--- config.mk ---
export PLATFORM = sky130hd
export DESIGN_NAME = vga_axil_regfile
export DESIGN_NICKNAME = d
export VERILOG_FILES = /design/src/rtl/vga_axil_regfile.sv
export SDC_FILE = /design/constraint.sdc
export NUM_CORES = 1
export LEC_CHECK = 0
export BUFFER_PORTS_ARGS = -buffer_cell sky130_fd_sc_hd__buf_2
export CORE_AREA = 2 2 265 267
export CTS_BUF_LIST = sky130_fd_sc_hd__clkbuf_8
export DETAILED_ROUTE_END_ITERATION = 6
export DIE_AREA = 0 0 267 269
export GPL_TIMING_DRIVEN = 1
export PLACE_DENSITY_LB_ADDON = 0.05
export SYNTH_ARGS = -nofsm -noshare
export SYNTH_HDL_FRONTEND = slang
export SYNTH_SLANG_ARGS = --single-unit
export TNS_END_PERCENT = 1
--- constraint.sdc ---
create_clock -name clk -period 2.1 [get_ports clk]
set_input_delay 0.42 -clock clk [delete_from_list [all_inputs] [get_ports clk]]
set_output_delay 0.42 -clock clk [all_outputs]
set_load 0.01 [all_outputs]
--- src/rtl/vga_axil_regfile.sv ---
// AXI4-Lite slave register file for VGA control/status space with byte strobes and range decode.
// Optional: define VGA_AXIL_REGFILE_SLVERR_EN to answer out-of-range accesses with SLVERR.
module vga_axil_regfile #(
  parameter int unsigned       ADDR_W  = 32,
  parameter int unsigned       DATA_W  = 32,
  parameter int unsigned       NREGS   = 16,
  parameter logic [DATA_W-1:0] RST_VAL = '0
) (
  input  logic                    clk,
  input  logic                    arst_n,
  input  logic [ADDR_W-1:0]       awaddr,
  input  logic                    awvalid,
  output logic                    awready,
  input  logic [DATA_W-1:0]       wdata,
  input  logic [DATA_W/8-1:0]     wstrb,
  input  logic                    wvalid,
  output logic                    wready,
  output logic [1:0]              bresp,
  output logic                    bvalid,
  input  logic                    bready,
  input  logic [ADDR_W-1:0]       araddr,
  input  logic                    arvalid,
  output logic                    arready,
  output logic [DATA_W-1:0]       rdata,
  output logic [1:0]              rresp,
  output logic                    rvalid,
  input  logic                    rready,
  output logic [NREGS*DATA_W-1:0] regs_o,
  output logic [NREGS-1:0]        reg_wr_o
);

  localparam int unsigned STRB_W = DATA_W / 8;
  localparam int unsigned OFFS   = $clog2(STRB_W);
  localparam int unsigned IDX_W  = (NREGS > 1) ? $clog2(NREGS) : 1;
  localparam logic [1:0]  RESP_OKAY = 2'b00;
`ifdef VGA_AXIL_REGFILE_SLVERR_EN
  localparam logic [1:0]  RESP_OOR  = 2'b10;
`else
  localparam logic [1:0]  RESP_OOR  = 2'b00;
`endif

  if (DATA_W != 32 && DATA_W != 64) begin : g_bad_data_w
    $error("vga_axil_regfile: DATA_W must be 32 or 64");
  end

  function automatic logic in_range(input logic [ADDR_W-1:0] a);
    return (a >> OFFS) < ADDR_W'(NREGS);
  endfunction

  function automatic logic [IDX_W-1:0] idx_of(input logic [ADDR_W-1:0] a);
    return IDX_W'(a >> OFFS);
  endfunction

  logic              ready_en_q;
  logic              aw_full_q, aw_full_d;
  logic [ADDR_W-1:0] aw_addr_q, aw_addr_d;
  logic              w_full_q, w_full_d;
  logic [DATA_W-1:0] w_data_q, w_data_d;
  logic [STRB_W-1:0] w_strb_q, w_strb_d;
  logic              bvalid_q, bvalid_d;
  logic [1:0]        bresp_q, bresp_d;
  logic              rvalid_q, rvalid_d;
  logic [DATA_W-1:0] rdata_q, rdata_d;
  logic [1:0]        rresp_q, rresp_d;
  logic [DATA_W-1:0] regs_q [NREGS];
  logic [DATA_W-1:0] regs_d [NREGS];
  logic [NREGS-1:0]  reg_wr_q, reg_wr_d;
  logic              commit;

  assign awready  = ready_en_q & ~aw_full_q;
  assign wready   = ready_en_q & ~w_full_q;
  assign arready  = ready_en_q & ~rvalid_q;
  assign bvalid   = bvalid_q;
  assign bresp    = bresp_q;
  assign rvalid   = rvalid_q;
  assign rdata    = rdata_q;
  assign rresp    = rresp_q;
  assign reg_wr_o = reg_wr_q;
  assign commit   = aw_full_q & w_full_q & ~bvalid_q;

  always_comb begin
    regs_o = '0;
    for (int unsigned i = 0; i < NREGS; i++) regs_o[i*DATA_W +: DATA_W] = regs_q[i];
  end

  always_comb begin
    aw_full_d = aw_full_q;
    aw_addr_d = aw_addr_q;
    w_full_d  = w_full_q;
    w_data_d  = w_data_q;
    w_strb_d  = w_strb_q;
    bvalid_d  = bvalid_q;
    bresp_d   = bresp_q;
    rvalid_d  = rvalid_q;
    rdata_d   = rdata_q;
    rresp_d   = rresp_q;
    regs_d    = regs_q;
    reg_wr_d  = '0;

    // Readies are low while a buffer is full, so capture never overlaps commit.
    if (awvalid && awready) begin
      aw_full_d = 1'b1;
      aw_addr_d = awaddr;
    end
    if (wvalid && wready) begin
      w_full_d = 1'b1;
      w_data_d = wdata;
      w_strb_d = wstrb;
    end

    if (bvalid_q && bready) bvalid_d = 1'b0;
    if (commit) begin
      aw_full_d = 1'b0;
      w_full_d  = 1'b0;
      bvalid_d  = 1'b1;
      if (in_range(aw_addr_q)) begin
        bresp_d = RESP_OKAY;
        reg_wr_d[idx_of(aw_addr_q)] = 1'b1;
        for (int unsigned l = 0; l < STRB_W; l++) begin
          if (w_strb_q[l]) regs_d[idx_of(aw_addr_q)][l*8 +: 8] = w_data_q[l*8 +: 8];
        end
      end else begin
        bresp_d = RESP_OOR;
      end
    end

    // Reads sample regs_q, so a same-edge commit is not yet visible.
    if (rvalid_q && rready) rvalid_d = 1'b0;
    if (arvalid && arready) begin
      rvalid_d = 1'b1;
      if (in_range(araddr)) begin
        rdata_d = regs_q[idx_of(araddr)];
        rresp_d = RESP_OKAY;
      end else begin
        rdata_d = '0;
        rresp_d = RESP_OOR;
      end
    end
  end

  always_ff @(posedge clk or negedge arst_n) begin
    if (!arst_n) begin
      ready_en_q <= 1'b0;
      aw_full_q  <= 1'b0;
      aw_addr_q  <= '0;
      w_full_q   <= 1'b0;
      w_data_q   <= '0;
      w_strb_q   <= '0;
      bvalid_q   <= 1'b0;
      bresp_q    <= '0;
      rvalid_q   <= 1'b0;
      rdata_q    <= '0;
      rresp_q    <= '0;
      regs_q     <= '{default: RST_VAL};
      reg_wr_q   <= '0;
    end else begin
      ready_en_q <= 1'b1;
      aw_full_q  <= aw_full_d;
      aw_addr_q  <= aw_addr_d;
      w_full_q   <= w_full_d;
      w_data_q   <= w_data_d;
      w_strb_q   <= w_strb_d;
      bvalid_q   <= bvalid_d;
      bresp_q    <= bresp_d;
      rvalid_q   <= rvalid_d;
      rdata_q    <= rdata_d;
      rresp_q    <= rresp_d;
      regs_q     <= regs_d;
      reg_wr_q   <= reg_wr_d;
    end
  end

endmodule

-- Word level (Yosys, flattened, before mapping)
Cells that the tools add are included.
- bits in registers: 633
- bits in latches: 0
- memory bits (writable): 0
- ROM bits: 0
- bits of input ports: 107
- word-level logic and storage cells: 94
- memories: 0
- $add $sub $neg: 0
- $mul: 0
- divide/modulo/power cells: 0
- order comparisons: 7
- equality and inequality tests: 0
- shift-type cells: 0
- mux-type cells: 38
- bitwise logic cells: 11
- reduce and logical (&&, ||, !) cells: 12
- operators with widths (operator ; count):
    512-bit 2-to-1 mux ; 10
    512-bit bitwise mux ; 4
    32-bit demux with 4-bit select ; 4
    32-bit binary-select mux with 4-bit select ; 1
    32-bit 2-to-1 mux ; 4
    30-bit by 5-bit < comparator with 1-bit output, second input constant ; 2
    16-bit 2-to-1 mux ; 3
    24-bit 2-to-1 mux ; 1
    5-bit >= comparator, second input constant ; 2
    4-bit NOT with 5-bit output ; 2
    1-bit 2-to-1 mux ; 9
    8-bit 2-to-1 mux ; 1
    2-bit nonzero test ; 4
    1-bit logical AND ; 7
    1-bit bitwise AND ; 5
    4-bit by 5-bit < comparator with 1-bit output, second input constant ; 1
    5-bit by 1-bit < comparator with 1-bit output, second input constant ; 1
    1-bit demux with 4-bit select ; 1
    4-bit by 1-bit >= comparator with 1-bit output, second input constant ; 1
    1-bit NOT ; 4
    2-bit AND reduction ; 1

-- Logic depth before layout (Yosys ltp)
Gate-level depths: netlist of the first run.
- word-level depth: 19
- mapped depth: 7

-- Least setup slack after synthesis of the first run
Ideal clock, no wire load.
- path kind: input-to-reg
- start: input araddr[2]
- end: register rdata_q[22] (netlist: rdata[22])
- library setup time: 0.121 ns
- arrival: 2.162 ns
- required time: 1.979 ns
- path slack: -0.183 ns
- stages: 6
- cells stage by stage: clkbuf_1 buf_2 mux4_2 a22oi_1 nand2_1 a22o_1
- cells in the longest elaborated chain, start to end: 5
- ends and longest elaborated chain (element ; line ; text):
    from (decl) ; 21 ; input logic [ADDR_W-1:0] araddr,
    branches (longest 4 deep; another with 30-bit by 5-bit < comparator with 1-bit output) ; n/a ;
    32-bit 2-to-1 mux * ; 131 ; if (in_range(araddr)) begin
    to (signal assigned) ; 166 ; rdata_q <= rdata_d;
    to (decl) ; 63 ; logic [DATA_W-1:0] rdata_q, rdata_d;
Every way passes the cells marked *. The select of a mux whose other input is x is not followed.
A chain may end at the register's enable or synchronous reset.

-- Worst setup path in the final report of the first run
- start: register aw_addr_q[21]
- end: register regs_q, in the netlist regs_o[414]
- cells in the longest elaborated chain, start to end: 2
- ends and longest elaborated chain (element ; line ; text):
    from (decl) ; 56 ; logic [ADDR_W-1:0] aw_addr_q, aw_addr_d;
    from (signal assigned) ; 159 ; aw_addr_q <= aw_addr_d;
    30-bit by 5-bit < comparator with 1-bit output ; 47 ; return (a >> OFFS) < ADDR_W'(NREGS);
    2-bit AND reduction (no line) ; n/a ;
    to (signal assigned) ; 168 ; regs_q <= regs_d;
    to (decl) ; 65 ; logic [DATA_W-1:0] regs_q [NREGS];
Every way passes these cells.

==> metrics.md, run 1 <==
| Metric | Value |
|---|---|
| Maxcap violations | 0 |
| Most common cell in the netlist | dfrtp_1 |
| Worst Hold Slack | around 0.21 ns |
| Worst setup path class | register to register |
| CTS root buf | clkbuf_8 |
| Share of cells above drive strength 1 | 66.13% |
| Fin crit period | between 2 and 2.5 ns |
| Core area | around 69,000 um^2 |
| Die Area | ~72,000 um^2 |
| Post-DR wirelength/cell | between 20 and 30 um |
| GRT Total Usage | between 20 and 30% |
| Antenna violations before repair | 8 |
| Yosys top cell area share | 55.34% |
| Combinational power share | 14.6% |
| FF+latch count, synth | ~630 |
| Most frequent cells after synthesis | dfrtp_1, mux2_2, mux4_2 |
| TritonCTS clock tree | yes |
| Synth Cell Area | roughly 29,000 um^2 |
| Starting DRT DRC Count | 1,490 |
| Die X | 267 um |
| Total Wirelength | between 100,000 and 150,000 um |
| Fillcell total | 5,622 |
| Clk sinks | between 600 and 700 |
| Post-DP Area | around 35,000 um^2 |
| Top sig layer | met5 |
| Final setup margin | -0.2743 ns |
| Num ports | 676 |
| Part of the power in registers | approximately half |
| DR vias | between 20,000 and 25,000 |
| Final net count | 2,824 |
| YS warnings | 0 |
| Metal2 WL | 51,580 um |
| Area leader, netlist | dfrtp_1 |
| # rows | 97 |
| Synth-to-layout area growth | 39.62% |
| Met3 Wirelength | around 6700 um |
| Leak Pwr | approximately 21 nW |
| P_int | 0.02136 W |
| Critical Path Sink Type | register |
| Gp weighted congestion | between 0.8 and 0.9 |
| Clock Power Share | about 37% |
| Crit path launch type | register |
| Number of port buffers | approximately 670 |
| Netlist cell types | 32 |
| Max VDD drop | approximately 0.76 mV |
| Post-synthesis cell count | 1,746 |
| Failing checks | setup timing |
| RSZ-0062 raised after global routing | true |
| Vias in the first global route | between 20,000 and 25,000 |
| Clock-pin slew on the worst setup and hold paths | ~0.06 ns |
| First-pass GRT wire length | approximately 150,000 um |
| Crit path max fanout | 9 |
| TritonCTS buffer count | ~110 |
| Post-Route M1 WL | between 40,000 and 50,000 um |
| Ranking of synthesized cells by area | dfrtp_1, mux2_2, mux4_2 |
| Sequential share of the synthesized area | around 55% |
| Post-DP HPWL | a little over 70,000 um |
| Main synth FF type | dfrtp_1 |
| Run status | complete, but fails checks |
| Layout Utilization | 57.49% |
| Worst slew pin tran | roughly 0.94 ns |
| Footprint of the multi-input gates | 13,340 um^2 |
| Synth Area per Inst | 16.34 um^2 |
| Final Instance Area | between 30,000 and 40,000 um^2 |
| H-tree Lvls | 3 |
| Arrival time of the worst setup path | slightly below 3 ns |
| DRC viols | 0 |
| 1st-pass router iterations | 5 |
| Largest net degree at the start of global routing | 93 |
| Starting Density | ~41% |
| Peak Freq | between 0.4 and 0.5 GHz |
| Final Setup Violations | a little over 500 |
| Max-slew violations | 0 |
| Clock buffer depth | 3 |
| P per Cell Area | slightly below 800 nW/um^2 |
| DR vias/cell | around 5.4 |
| NetSw | 0.009478 W |
| Fin crit share | 113.1% |
| Final hold viol count | 0 |
| Slew HR | a little under two fifths |
| Hold WC Path Type | input pin to async pin |
| Clock Skew | 0.03691 ns |
| Switching part of the total | a little under a third |
| Die Ht | ~270 um |
| EDFF count, synth | 0 |
| Required @ worst endpoint | 2.68 ns |
| Total congestion overflow | 0 |
| Register area | about 16,000 um^2 |
| Final ANT Viol Nets | 0 |
| Fraction of registers with async set/reset | between 90% and 100% |
| Clock Latency Late Sink | ~0.7 ns |
[placed cells by master (no fill, tap or decap), types with 15 or more instances in the layout]
cell           synthesis  routed
buf_2                 17     664
buf_4                 11     115
buf_6                  4      15
inv_1                  3      35
buf_12                 0      96
clkbuf_8               0     140
a22oi_1               62      62
mux2_4                 0     286
mux4_2               128     128
mux2_2               578     292
nand2_1               51      49
dlygate4sd3_1          0      69
a22o_1                33      33
nor4_4                64      64
dfrtp_1              631     631
[power groups by stage]
| stage | clock (W) | sequential, W | combinational, W |
|---|---|---|---|
| 2_1_floorplan | 0 | 0.0137 | 0.00277 |
| 3_3_place_gp | 0 | 0.0148 | 0.00422 |
| 3_5_place_dp | 0 | 0.0148 | 0.00429 |
| 4_1_cts | 0.0118 | 0.0147 | 0.00447 |
| 5_1_grt | 0.0124 | 0.0150 | 0.00482 |
| 6_report | 0.0115 | 0.0148 | 0.00449 |
[stage by stage]
stage	instances	power, W	setup TNS (ns)	worst slack [ns]
floorplan	1749	0.01643	-3.956	-0.02450
global placement	3461	0.01898	-140.60	-0.3277
detailed placement	3461	0.01911	-150.74	-0.3469
CTS	3719	0.03096	-125.10	-0.3037
global route	3738	0.03224	-149.83	-0.3761
finish	3738	0.03084	-110.02	-0.2743
[path summary, 6_finish.rpt]
| path | startpoint | to | slack, ns | cells after the start |
|---|---|---|---|---|
| worst max-delay path | aw_addr_q[21] | regs_o[414] | -0.27 | 8 |
| max in group asynchronous | arst_n | regs_o[252] | 0.99 | 4 |
| worst min-delay path | arst_n | regs_o[281] | 0.21 | 2 |
| worst max register to register | aw_addr_q[21] | regs_o[414] | -0.27 | 8 |
| min in group clk | awvalid | aw_full_q | 0.25 | 4 |
| worst min register to register | rdata[0] | rdata[0] | 0.51 | 1 |
[registers in the layout (all words and copies together), names as in the netlist, 4 cells and up]
register   cells
w_data_q      32
w_strb_q       4
aw_addr_q     30
rdata         32
reg_wr_o      16
regs_o       512
[cells by family (layout without fill, tap and decap cells)]
group	Yosys count	in the layout	share of synthesized area [%]
buffers and inverters	119	1163	2.008
flip-flops	631	631	55.34
other	2	10	0.02632
AO/OA/AOI/OAI	98	98	2.697
multiplexers	709	709	33.02
AND/OR/NAND/NOR	187	187	6.907
[layout make-up]
cell class,instances,share of cell area [%]
flip-flops and latches,631,39.64
clock buffers,140,4.837
well taps,940,2.952
multi-input cells,999,33.48
repair buffers,971,18.19
inverters,3,0.02827
diodes,5,0.03141
clock inverters,49,0.8448
[timing repair]
| action | 4_1_cts | 5_1_grt |
|---|---|---|
| hold endpoints to repair | 268 | 0 |
| buffers inserted | 0 | 8 |
| pin swaps | 37 | 19 |
| setup endpoints to repair | 513 | 512 |
| gates resized for setup | 114 | 201 |
| hold buffers | 69 | 0 |
| gates cloned | 0 | 6 |
[worst max-delay path, stage by stage, from the launching register on]
cell and delay [ns]:
dfrtp_1 0.40, nor4_2 0.32, nand4_1 0.17, buf_6 0.17, clkbuf_16 0.16, clkbuf_16 0.19
nor4_4 0.32, buf_12 0.20, mux2_2 0.34
[per-layer routing]
| metal | global-route usage (%) | vias to the layer above |
|---|---|---|
| met5 | 0 | - |
| met4 | 9.961 | 6 |
| met3 | 6.511 | 156 |
| met2 | 47.22 | 748 |
| met1 | 35.26 | 10760 |
| li1 | - | 8630 |
(Power assumes the default switching activity.)
==> run 2: changes to the inputs <==
--- a/config.mk
+++ b/config.mk
@@ -11,7 +11,7 @@
 export DETAILED_ROUTE_END_ITERATION = 6
 export DIE_AREA = 0 0 267 269
 export GPL_TIMING_DRIVEN = 1
-export PLACE_DENSITY_LB_ADDON = 0.05
+export PLACE_DENSITY = 0.67
 export SYNTH_ARGS = -nofsm -noshare
 export SYNTH_HDL_FRONTEND = slang
 export SYNTH_SLANG_ARGS = --single-unit
==> constraint.sdc (replaced) <==
create_clock -name clk -period 2.1 [get_ports clk]
set_input_delay 0.42 -clock clk [delete_from_list [all_inputs] [get_ports clk]]
set_output_delay 0.42 -clock clk [all_outputs]
set_load 0.005 [all_outputs]
==> run 2 against run 1 <==
The flow still finishes with violations (setup timing). Sequential cell count is the same. Register-to-register slack worse by 0.04 ns. Fmax down 1.8%. Power is 0.85% lower. Worst hold slack better by 0.028 ns. Count of clock-buffer cells in the layout is 5 lower. Clock power fell by 3%. Utilization shrank 0.49 points. Sequential share of layout area increased by 0.34 points. Non-clock buffer count decreased by 4. Critical path type unchanged. Critical endpoint is now regs_o[119]. Highest routed layer unchanged.
==> metrics.md, run 2 (synthesized netlist as in run 1, its figures left out) <==
| Metric | Value |
|---|---|
| Crit path max fanout | 13 |
| Largest net degree at the start of global routing | 83 |
| Switching part of the total | about a third |
| Final ANT Viol Nets | 0 |
| P per Cell Area | just under 800 nW/um^2 |
| Run status | complete, but fails checks |
| TritonCTS clock tree | yes |
| Final Setup Violations | between 500 and 600 |
| P_int | ~0.021 W |
| Max VDD drop | just over 0.6 mV |
| Final hold viol count | 0 |
| NetSw | around 0.0096 W |
| Crit path launch type | register |
| Most common cell after layout, fill and taps aside | buf_2 |
| Met2 global-route usage | between 40% and 50% |
| Combinational power share | ~15% |
| Worst slew pin tran | between 1 and 1.5 ns |
| Starting Density | about two fifths |
| Arrival time of the worst setup path | between 2 and 3 ns |
| Clock Skew | between 0.05 and 0.06 ns |
| DR vias | about 21,000 |
| Synth-to-layout area growth | 38.44% |
| Die Area | about 72,000 um^2 |
| Starting DRT DRC Count | 1,388 |
| Fin crit period | about 2.4 ns |
| Share of cells above drive strength 1 | 65.90% |
| Final setup TNS | -113.42 ns |
| Clock-pin slew on the worst setup and hold paths | 0.06 ns |
| Maxcap violations | 0 |
| Worst setup path class | register to register |
| Leak Pwr | a little over 20 nW |
| Die X | between 200 and 300 um |
| Met1 Resource Use GR | roughly 36% |
| Max-slew violations | 0 |
| Max reg flops | approximately 500 |
| Gp weighted congestion | 0.9294 |
| Required @ worst endpoint | about 2.6 ns |
| Core area | just under 70,000 um^2 |
| Most frequent cells in the layout | buf_2, dfrtp_1, mux2_2 |
| Fin crit share | 115.1% |
| Antenna violations before repair | 5 |
| Post-DR wirelength/cell | ~27 um |
| Failing checks | setup timing |
| Num ports | 676 |
| First-pass GRT wire length | between 100,000 and 150,000 um |
| Final setup margin | -0.3174 ns |
| DR vias/cell | ~5.6 |
| 1st-pass router iterations | 7 |
| Slew HR | a little under a quarter |
| Clock buffer depth | 3 |
| # rows | between 90 and 100 |
| Peak Freq | approximately 0.41 GHz |
| TritonCTS buffer count | between 100 and 150 |
| Die Ht | ~270 um |
| Total congestion overflow | 0 |
| RSZ-0062 raised after global routing | true |
| Clk sinks | roughly 630 |
| H-tree Lvls | 3 |
| DRC viols | 0 |
| Clock Latency Late Sink | 0.70 ns |
| GR Util met3 | under 10% |
| Hold WC Path Type | input pin to register |
| Total Wirelength | a little over 100,000 um |
| Worst Hold Slack | ~0.24 ns |
| Critical Path Sink Type | register |
| CTS root buf | clkbuf_8 |
| Final net count | around 2,800 |
| Part of the power in registers | roughly half |
| Number of port buffers | approximately 670 |
| Top Usage Layer GRT | met2 |
| GRT Total Usage | between 20% and 30% |
| Post-DP HPWL | ~71,000 um |
| Vias in the first global route | between 20,000 and 25,000 |
| Clock Power Share | between 30% and 40% |
[run 2: cell type report]
| cell class | instances | area [um^2] |
|---|---|---|
| clock inverters | 54 | 321.6 |
| inverters | 3 | 11.26 |
| multi-input cells | 999 | 13200 |
| clock buffers | 135 | 1858 |
| well taps | 940 | 1176 |
| repair buffers | 967 | 7136 |
| fillers | 5480 | 29800 |
| diodes | 3 | 7.507 |
| flip-flops and latches | 631 | 15790 |
[run 2: routing by layer]
layer	up-vias	part of all wire, %
li1	8586	-
met1	11130	40
met2	998	49
met3	260	7.1
met4	6	3.9
met5	-	0.036
[run 2: what timing repair did]
item | in CTS | in global routing
pin swaps | 35 | 7
buffers inserted | 3 | 6
resized for setup | 275 | 2
hold buffers | 69 | 0
endpoints found under the hold margin | 159 | 0
gates cloned | 5 | 1
endpoints found under the setup margin | 513 | 512
[run 2: worst max-delay path, stage by stage, from the launching register on]
cell,delay (ns)
dfrtp_1,0.41
nor4_2,0.32
nand4_1,0.22
buf_6,0.24
buf_12,0.18
nor4_4,0.32
buf_12,0.20
mux2_2,0.35
[run 2: per-stage QoR]
| step | instances | setup WS, ns | utilization [%] | area, um^2 | total power, W |
|---|---|---|---|---|---|
| after global routing | 3731 | -0.4381 | 57.00 | 39500 | 0.03184 |
| after global placement | 3456 | -0.3540 | 51.00 | 35340 | 0.01894 |
| after detailed placement | 3456 | -0.3848 | 51.00 | 35340 | 0.01914 |
| final | 3732 | -0.3174 | 57.00 | 39500 | 0.03058 |
| after floorplan | 1749 | -0.02450 | - | 28550 | 0.01642 |
| after CTS | 3722 | -0.3152 | 56.85 | 39400 | 0.03071 |
[run 2: path summary, 6_finish.rpt]
check                      depth (start not counted)           from           to  slack, ns
setup reg to reg                                   7  aw_addr_q[15]  regs_o[119]      -0.32
hold reg to reg                                    1       rdata[4]     rdata[4]       0.50
hold / removal                                     4        awvalid    aw_full_q       0.24
min in group asynchronous                          2         arst_n    regs_o[9]       0.29
setup / recovery                                   7  aw_addr_q[15]  regs_o[119]      -0.32
max in group asynchronous                          3         arst_n   regs_o[49]       0.94
[run 2: power groups by stage]
stage                     clock network (W)  logic [W]  registers, W
after detailed placement                  0    0.00429        0.0149
final                                0.0111    0.00455        0.0149
after global placement                    0    0.00420        0.0147
after floorplan                           0    0.00277        0.0137
after global routing                 0.0120    0.00485        0.0150
after CTS                            0.0114    0.00455        0.0148
